$ cat config.mk
export PLATFORM = sky130hd
export DESIGN_NAME = valid_ready_pipe
export DESIGN_NICKNAME = d
export VERILOG_FILES = /design/src/rtl/valid_ready_pipe.sv
export SDC_FILE = /design/constraint.sdc
export NUM_CORES = 1
export LEC_CHECK = 0
export CAP_MARGIN = 0
export CORE_MARGIN = 1.5
export CORE_UTILIZATION = 45
export CTS_BUF_LIST = sky130_fd_sc_hd__clkbuf_8
export DETAILED_ROUTE_END_ITERATION = 8
export PLACE_DENSITY = 0.81
export SLEW_MARGIN = 30
export SYNTH_ARGS = -nofsm -noshare
export SYNTH_HDL_FRONTEND = slang
export SYNTH_SLANG_ARGS = --single-unit
$ cat constraint.sdc
create_clock -name clk -period 3.07 [get_ports clk]
set_input_delay 0.4605 -clock clk [delete_from_list [all_inputs] [get_ports clk]]
set_output_delay 0.4605 -clock clk [all_outputs]
set_load 0.01 [all_outputs]
$ cat src/rtl/valid_ready_pipe.sv
// rtl/valid_ready_pipe.sv - chain of valid/ready register slices, forward (MODE 0) or fully registered skid (MODE 1)
// Optional synchronous flush port when VALID_READY_PIPE_FLUSH_EN is defined.
module valid_ready_pipe #(
  parameter int WIDTH  = 8,
  parameter int STAGES = 1,
  parameter int MODE   = 0
) (
  input  logic             clk,
  input  logic             rst_n,
`ifdef VALID_READY_PIPE_FLUSH_EN
  input  logic             flush,
`endif
  input  logic             m_valid,
  output logic             m_ready,
  input  logic [WIDTH-1:0] m_data,
  output logic             s_valid,
  input  logic             s_ready,
  output logic [WIDTH-1:0] s_data,
  output logic [4:0]       count
);

  typedef enum logic [1:0] {EMPTY = 2'd0, ONE = 2'd1, TWO = 2'd2} slot_t;

  logic              flush_i;
  logic              run;
  logic              m_hs;
  logic              s_hs;
  logic [STAGES-1:0] vo;
  logic [STAGES-1:0] vi;
  logic [STAGES-1:0] ri;
  logic [STAGES-1:0] ihs;
  logic [WIDTH-1:0]  dout [STAGES];
  logic [WIDTH-1:0]  din  [STAGES];

`ifdef VALID_READY_PIPE_FLUSH_EN
  assign flush_i = flush;
`else
  assign flush_i = 1'b0;
`endif

  // run keeps the input closed until the first edge after reset release
  always_ff @(posedge clk or negedge rst_n) begin
    if (!rst_n) run <= 1'b0;
    else        run <= 1'b1;
  end

  for (genvar g = 0; g < STAGES; g++) begin : g_link
    if (g == 0) begin : g_head
      assign vi[g]  = m_valid & run;
      assign din[g] = m_data;
    end else begin : g_body
      assign vi[g]  = vo[g-1];
      assign din[g] = dout[g-1];
    end
  end

  assign ihs     = vi & ri;
  assign m_ready = run & ri[0];
  assign s_valid = vo[STAGES-1];
  assign s_data  = dout[STAGES-1];
  assign m_hs    = m_valid & m_ready;
  assign s_hs    = s_valid & s_ready;

  if (MODE == 0) begin : g_fwd
    // ready ripples back from s_ready; an empty slot always accepts
    always_comb begin
      logic ok;
      ok = s_ready;
      ri = '0;
      for (int i = STAGES - 1; i >= 0; i--) begin
        ok    = ok | ~vo[i];
        ri[i] = ok;
      end
    end

    always_ff @(posedge clk or negedge rst_n) begin
      if (!rst_n) begin
        vo <= '0;
        for (int i = 0; i < STAGES; i++) dout[i] <= '0;
      end else begin
        for (int i = 0; i < STAGES; i++) begin
          if (flush_i)    vo[i] <= 1'b0;
          else if (ri[i]) vo[i] <= vi[i];
          if (ihs[i]) dout[i] <= din[i];
        end
      end
    end
  end else begin : g_full
    slot_t             st   [STAGES];
    slot_t             nst  [STAGES];
    logic [WIDTH-1:0]  skid [STAGES];
    logic [STAGES-1:0] ro;
    logic [STAGES-1:0] ohs;

    for (genvar g = 0; g < STAGES; g++) begin : g_oready
      if (g == STAGES - 1) begin : g_last
        assign ro[g] = s_ready;
      end else begin : g_mid
        assign ro[g] = ri[g+1];
      end
    end

    assign ohs = vo & ro;

    always_comb begin
      for (int i = 0; i < STAGES; i++) begin
        nst[i] = st[i];
        case (st[i])
          EMPTY:   if (ihs[i]) nst[i] = ONE;
          ONE:     if (ihs[i] && !ohs[i]) nst[i] = TWO;
                   else if (ohs[i] && !ihs[i]) nst[i] = EMPTY;
          TWO:     if (ohs[i]) nst[i] = ONE;
          default: nst[i] = EMPTY;
        endcase
      end
    end

    // main register drives the output; skid catches the beat that arrives while stalled
    always_ff @(posedge clk or negedge rst_n) begin
      if (!rst_n) begin
        vo <= '0;
        ri <= '0;
        for (int i = 0; i < STAGES; i++) begin
          st[i]   <= EMPTY;
          dout[i] <= '0;
          skid[i] <= '0;
        end
      end else begin
        for (int i = 0; i < STAGES; i++) begin
          if (flush_i) begin
            st[i] <= EMPTY;
            vo[i] <= 1'b0;
            ri[i] <= 1'b1;
          end else begin
            st[i] <= nst[i];
            vo[i] <= (nst[i] != EMPTY);
            ri[i] <= (nst[i] != TWO);
          end
          case (st[i])
            EMPTY:   if (ihs[i]) dout[i] <= din[i];
            ONE:     if (ihs[i] && ohs[i]) dout[i] <= din[i];
                     else if (ihs[i]) skid[i] <= din[i];
            TWO:     if (ohs[i]) dout[i] <= skid[i];
            default: ;
          endcase
        end
      end
    end
  end

  always_ff @(posedge clk or negedge rst_n) begin
    if (!rst_n)                count <= '0;
    else if (flush_i)          count <= '0;
    else if (m_hs && !s_hs)    count <= count + 5'd1;
    else if (s_hs && !m_hs)    count <= count - 5'd1;
  end

endmodule
==> impl_results.md, run 1 <==
- Sequential area share after synthesis: 0.495
- Placed insts: 105
- Startpoint Class: input port
- Final period util: 0.845
- Final Critical Period: 2590 ps
- HPWL Detailed: 1.09 mm
- Post-synth top area cell: dfrtp_1
- Starting Density: 0.492
- CP endpoint kind: flip-flop
- Reg-to-reg startpoint: s_valid$_DFFE_PN0N_
- Syn_area_per_cell: 12.0 sq um
- Max Fclk: 385 MHz
- Routed vias: 580
- Outcome: finished clean
- Hold_buf cts: 0
- Syn Std Cell Area: 758 sq um
- Clk root buf: clkbuf_8
- Clock sinks: 15
- Iter 0 DRT Violations: 3
- Worst VDD drop: 439 uV
- DRC viols: 0
- Clock transition at path regs: 60 ps
- Share of the synthesized area in the top cell type: 0.495
- Reg area: roughly 380 sq um
- Synthesis-to-layout area growth: 43.2%
- CP max FO: 7
- Number of max-cap violations: 0
- TritonRoute pass-1 iters: 4
- Required time worst endpoint: 3190 ps
- Post-synth top cells: dfrtp_1, mux2_2, a21oi_1, ha_1, nand2_1
- Total die area: 1940 sq um
- H-tree depth: 1
- Reg-to-reg slack, setup: 810 ps
- Worst-case clock buffer depth: 2
- CTS tree: yes
- CTS resizes: 0
- WL final: 1.43 mm
- Worst reg2reg path depth: 9
- FFs w/ async S/R, synth: 1.00
- Min-Delay Startpoint: s_data[4]$_DFFE_PN0P_
- Total of fill cells in the finished design: 120
- Die Ht: 44.1 um
- Synthesized Nets: 80
- Tot Pwr: a little over 800 uW
- CP cell instances: clkdlybuf4s50_1 -> nand2b_1 -> nand3_2 -> inv_1 -> ha_1 -> inv_1 -> ha_1 -> or4_1 -> o211ai_2 -> o211ai_1
- Multi-input combinational cell area: roughly 370 sq um
- Ys flop type: dfrtp_1
- Largest net degree at the start of global routing: 16
- DRT antenna net count: 0
- Leakage: 0.460 nW
- Die width: 44.1 um
- Final setup fails: 0
- Worst skew pair latency: 240 ps
- Synth Register Bits: 15
- # nets final: 111
- Setup TNS: 0 ps
- Final Slew Violations: 0
- Initial antenna violation count: 0
- Rel. slew slack: 0.558
- DR WL/cell: 13.1 um
- Hold Fails Final Rpt: 0
- Post-CTS Setup Bufs: 0
- All-Layer GR Usage: 0.181
- Critical Path Max Stage Delay: 540 ps
- CTS Buf Count: 3
- Final Skew: 1.15 ps
- R2r endpoint: count[4]$_DFFE_PN0P_
- Hold Crit Endpoint: s_data[4]$_DFFE_PN0P_
- RePlAce Congestion: about 0.80
- Grt total ovfl: 0
- Final non-filler cell total: 109
- I/O pin total: 27
- RSZ-0062 raised after global routing: no
- Cell variety after synth: 24
- Synthesis Warnings: 0
- Worst path slowest cell: or4_1
- # diodes: 0
- First-pass GRT wire length: 2.57 mm
- DP Area: 1040 sq um
- Worst-Margin Slew: between 600 and 700 ps
- Ratio of cells with drive above 1 in the final layout: 0.172
- Row cnt: 14
- WS Path Type: input port to flip-flop
- Synth top area cells: dfrtp_1, mux2_2, ha_1
- Final Cell Area: 1090 sq um
- Most common cell in the netlist: dfrtp_1
- Post-synth EDFFs: 0
- Hold path depth: 1
- Post-Syn Instances: between 60 and 70
- Hold Crit Class: flip-flop to flip-flop
- CP arrival: around 2700 ps
- PD cells: roughly 760 nW/um^2
- PortBufs: 26
- Core area: 1540 sq um
- Number of global-route vias before repair: 633
- Vias per Instance: approximately 5.3
-- stage by stage --
| stage | worst slack, ps | hold slack [ps] | util |
|---|---|---|---|
| after floorplan | 721 | 165 | - |
| after global placement | 258 | 487 | 0.675 |
| after detailed placement | 203 | 499 | 0.675 |
| after CTS | 453 | 513 | 0.705 |
| after global routing | 299 | 530 | 0.705 |
| final | 476 | 507 | 0.705 |
-- cell type report --
type / instances / share of cell area
clock inverters: 1 / 0.00346
inverters: 3 / 0.0104
repair buffers: 27 / 0.247
multi-input cells: 44 / 0.338
clock buffers: 3 / 0.0380
flip-flops and latches: 15 / 0.346
well taps: 16 / 0.0184
-- sequential cells by signal, summed over array words and instances, names as in the netlist --
signal	cells
s_valid	1
run	1
count	5
s_data	8
-- worst max-delay path: cells and delay by family --
family                   cells  cell delay [ps]
buffers and inverters        3              690
AO/OA/AOI/OAI                2              180
adder cells (fa/ha/maj)      2              600
AND/OR/NAND/NOR              3              790
-- metal layers --
layer	routed length, um	GRT usage
met5	0	0
met1	640	0.222
met3	75	0.0490
met4	8	0.0727
met2	708	0.303
-- worst max path at each step --
stage	from	endpoint	slack [ps]
after detailed placement	s_ready	count[4]$_DFFE_PN0P_	200
after global placement	s_ready	count[4]$_DFFE_PN0P_	260
after CTS	s_ready	count[4]$_DFFE_PN0P_	450
final	s_ready	count[4]$_DFFE_PN0P_	480
after global routing	s_ready	count[4]$_DFFE_PN0P_	300
after floorplan	s_ready	count[4]$_DFFE_PN0P_	720
-- cell usage in the layout, fill, tap and decap left out, drive strengths merged --
master         instances
a2111o                 1
a21oi                  4
and2                   1
buf                    1
clkbuf                 3
clkdlybuf4s50         26
conb                   1
dfrtp                 15
fa                     1
ha                     4
inv                    4
mux2                   9
mux2i                  1
nand2                  4
nand2b                 1
nand3                  4
nand3b                 1
nor3                   1
nor3b                  2
o211ai                 2
o21ai                  2
or3                    1
or4                    2
xnor2                  2
-- power by group --
| group | switching (mW) | internal (mW) | total [mW] |
|---|---|---|---|
| Combinational | 0.156 | 0.213 | 0.369 |
| Sequential | 0.0478 | 0.253 | 0.301 |
| Clock | 0.0678 | 0.0884 | 0.156 |
-- cell families after synthesis --
| kind of cell | count (synthesis) | share of synthesized area |
|---|---|---|
| buffers and inverters | 4 | 0.0214 |
| adder cells (fa/ha/maj) | 5 | 0.0924 |
| AND/OR/NAND/NOR | 17 | 0.135 |
| other | 1 | 0.00495 |
| XOR/XNOR | 2 | 0.0231 |
| AO/OA/AOI/OAI | 9 | 0.0809 |
| flip-flops | 15 | 0.495 |
| multiplexers | 10 | 0.147 |
(Power assumes the default switching activity.)
==> inputs of run 2 (changes only) <==
==> constraint.sdc (replaced) <==
create_clock -name clk -period 2.7 [get_ports clk]
set_input_delay 0.405 -clock clk [delete_from_list [all_inputs] [get_ports clk]]
set_output_delay 0.405 -clock clk [all_outputs]
set_load 0.01 [all_outputs]
==> run 2 against run 1 <==
  * Global-route usage up 0.96 points
  * Design area up 2.1%
  * Power is 15% higher
==> impl_results.md, run 2 (synthesis gave the netlist of run 1 again) <==
- Outcome: finished clean
- Vias per Instance: ~5.4
- Max Fclk: 415 MHz
- Total of fill cells in the finished design: between 100 and 150
- # diodes: 0
- Die Ht: about 44 um
- Critical Path Max Stage Delay: 540 ps
- Final Skew: 5.63 ps
- HPWL Detailed: approximately 1.2 mm
- Worst skew pair latency: 240 ps
- Die width: approximately 44 um
- Clock sinks: 15
- Final period util: 0.893
- Starting Density: 0.492
- I/O pin total: 27
- CTS resizes: 0
- Total die area: ~1900 sq um
- RePlAce Congestion: between 0.8 and 0.9
- Max reg flops: 8
- CP endpoint kind: flip-flop
- Final setup fails: 0
- Final Critical Period: between 2000 and 2500 ps
- Number of global-route vias before repair: 642
- Iter 0 DRT Violations: 0
- Buf/Inv on CP: 3
- Initial antenna violation count: 0
- Row cnt: 14
- Ratio of cells with drive above 1 in the final layout: 0.198
- Routed vias: 608
- Tot Pwr: 953 uW
- First-pass GRT wire length: 2.66 mm
- PortBufs: 26
- Commonest non-fill, non-tap cells in the layout: clkdlybuf4s50_1, dfrtp_1, mux2_2
- Worst-case clock buffer depth: 2
- Worst path slowest cell: or4_1
- Crit-path leading delay family: simple AND/OR/NAND/NOR gates
- CTS Buf Count: 3
- CP arrival: 2530 ps
- Hold_buf cts: 0
- Startpoint Class: input port
- H-tree depth: 1
- Worst-Margin Slew: between 600 and 700 ps
- Synthesis-to-layout area growth: 46.2%
- RSZ-0062 raised after global routing: no
- Commonest non-fill, non-tap cell in the layout: clkdlybuf4s50_1
- Post-CTS Setup Bufs: 0
- CTS tree: yes
- Grt total ovfl: 0
- Leakage: 0.474 nW
- Clk root buf: clkbuf_8
- Core area: roughly 1500 sq um
- TritonRoute pass-1 iters: 1
- CP cell instances: clkdlybuf4s50_1 -> nand2b_1 -> nand3_2 -> inv_1 -> ha_1 -> inv_1 -> ha_1 -> or4_1 -> o211ai_2 -> o211ai_1
- CP max FO: 5
- All-Layer GR Usage: 0.191
- Hold Crit Class: flip-flop to flip-flop
- WL final: about 1.5 mm
- Required time worst endpoint: 2820 ps
- Hold Fails Final Rpt: 0
- DRC viols: 0
- Final Slew Violations: 0
- Final hold slack: approximately 500 ps
- Setup TNS: 0 ps
- WS Path Type: input port to flip-flop
- DR WL/cell: 13.2 um
- Worst VDD drop: 471 uV
- Rel. slew slack: 0.550
- Number of max-cap violations: 0
- # nets final: 114
- Largest net degree at the start of global routing: 16
- Clock transition at path regs: roughly 60 ps
- DRT antenna net count: 0
- PD cells: 860 nW/um^2
run 2: cell count changes in the layout (fill, tap and decap cells not counted):
| cell | before | now |
|---|---|---|
| buf_4 | 1 | 4 |
run 2: power breakdown:
group | leakage [nW] | total, mW | switching [mW] | internal, mW
Clock | 0.0269 | 0.176 | 0.0754 | 0.100
Sequential | 0.179 | 0.342 | 0.0541 | 0.288
Combinational | 0.269 | 0.436 | 0.182 | 0.254
run 2: area by class of cell:
| cell class | instances | area, sq um | area share |
|---|---|---|---|
| sequential | 15 | 375 | 0.339 |
| multi-input combinational | 44 | 367 | 0.331 |
| timing repair buffer | 30 | 290 | 0.262 |
| clock buffer | 3 | 41.3 | 0.0372 |
| tap | 16 | 20.0 | 0.0181 |
| inverter | 3 | 11.3 | 0.0102 |
| clock inverter | 1 | 3.75 | 0.00339 |
run 2: worst paths after layout:
check | start | slack (ps) | endpoint | cells after the start
max in group asynchronous | rst_n | 1700 | s_valid$_DFFE_PN0N_ | 1
worst max register to register | s_valid$_DFFE_PN0N_ | 580 | count[4]$_DFFE_PN0P_ | 9
worst min register to register | s_data[1]$_DFFE_PN0P_ | 500 | s_data[1]$_DFFE_PN0P_ | 1
min in group asynchronous | rst_n | 570 | count[0]$_DFFE_PN0P_ | 1
worst max-delay path | s_ready | 290 | count[4]$_DFFE_PN0P_ | 10
worst min-delay path | s_data[1]$_DFFE_PN0P_ | 500 | s_data[1]$_DFFE_PN0P_ | 1
run 2: per-layer routing:
metal	global-route usage	share of wire	vias to the layer above
li1	-	-	290
met1	0.210	0.40	298
met2	0.338	0.53	20
met3	0.0776	0.072	0
met4	0.0545	0	0
met5	0	0	-
run 2: through the flow:
step / std cells / instance area [sq um] / utilization / setup WS (ps)
floorplan: 63 / 758 / - / 406
global placement: 108 / 1060 / 0.690 / 74.0
detailed placement: 108 / 1060 / 0.690 / 25.6
CTS: 112 / 1110 / 0.719 / 282
global route: 112 / 1110 / 0.719 / 143
finish: 112 / 1110 / 0.719 / 288
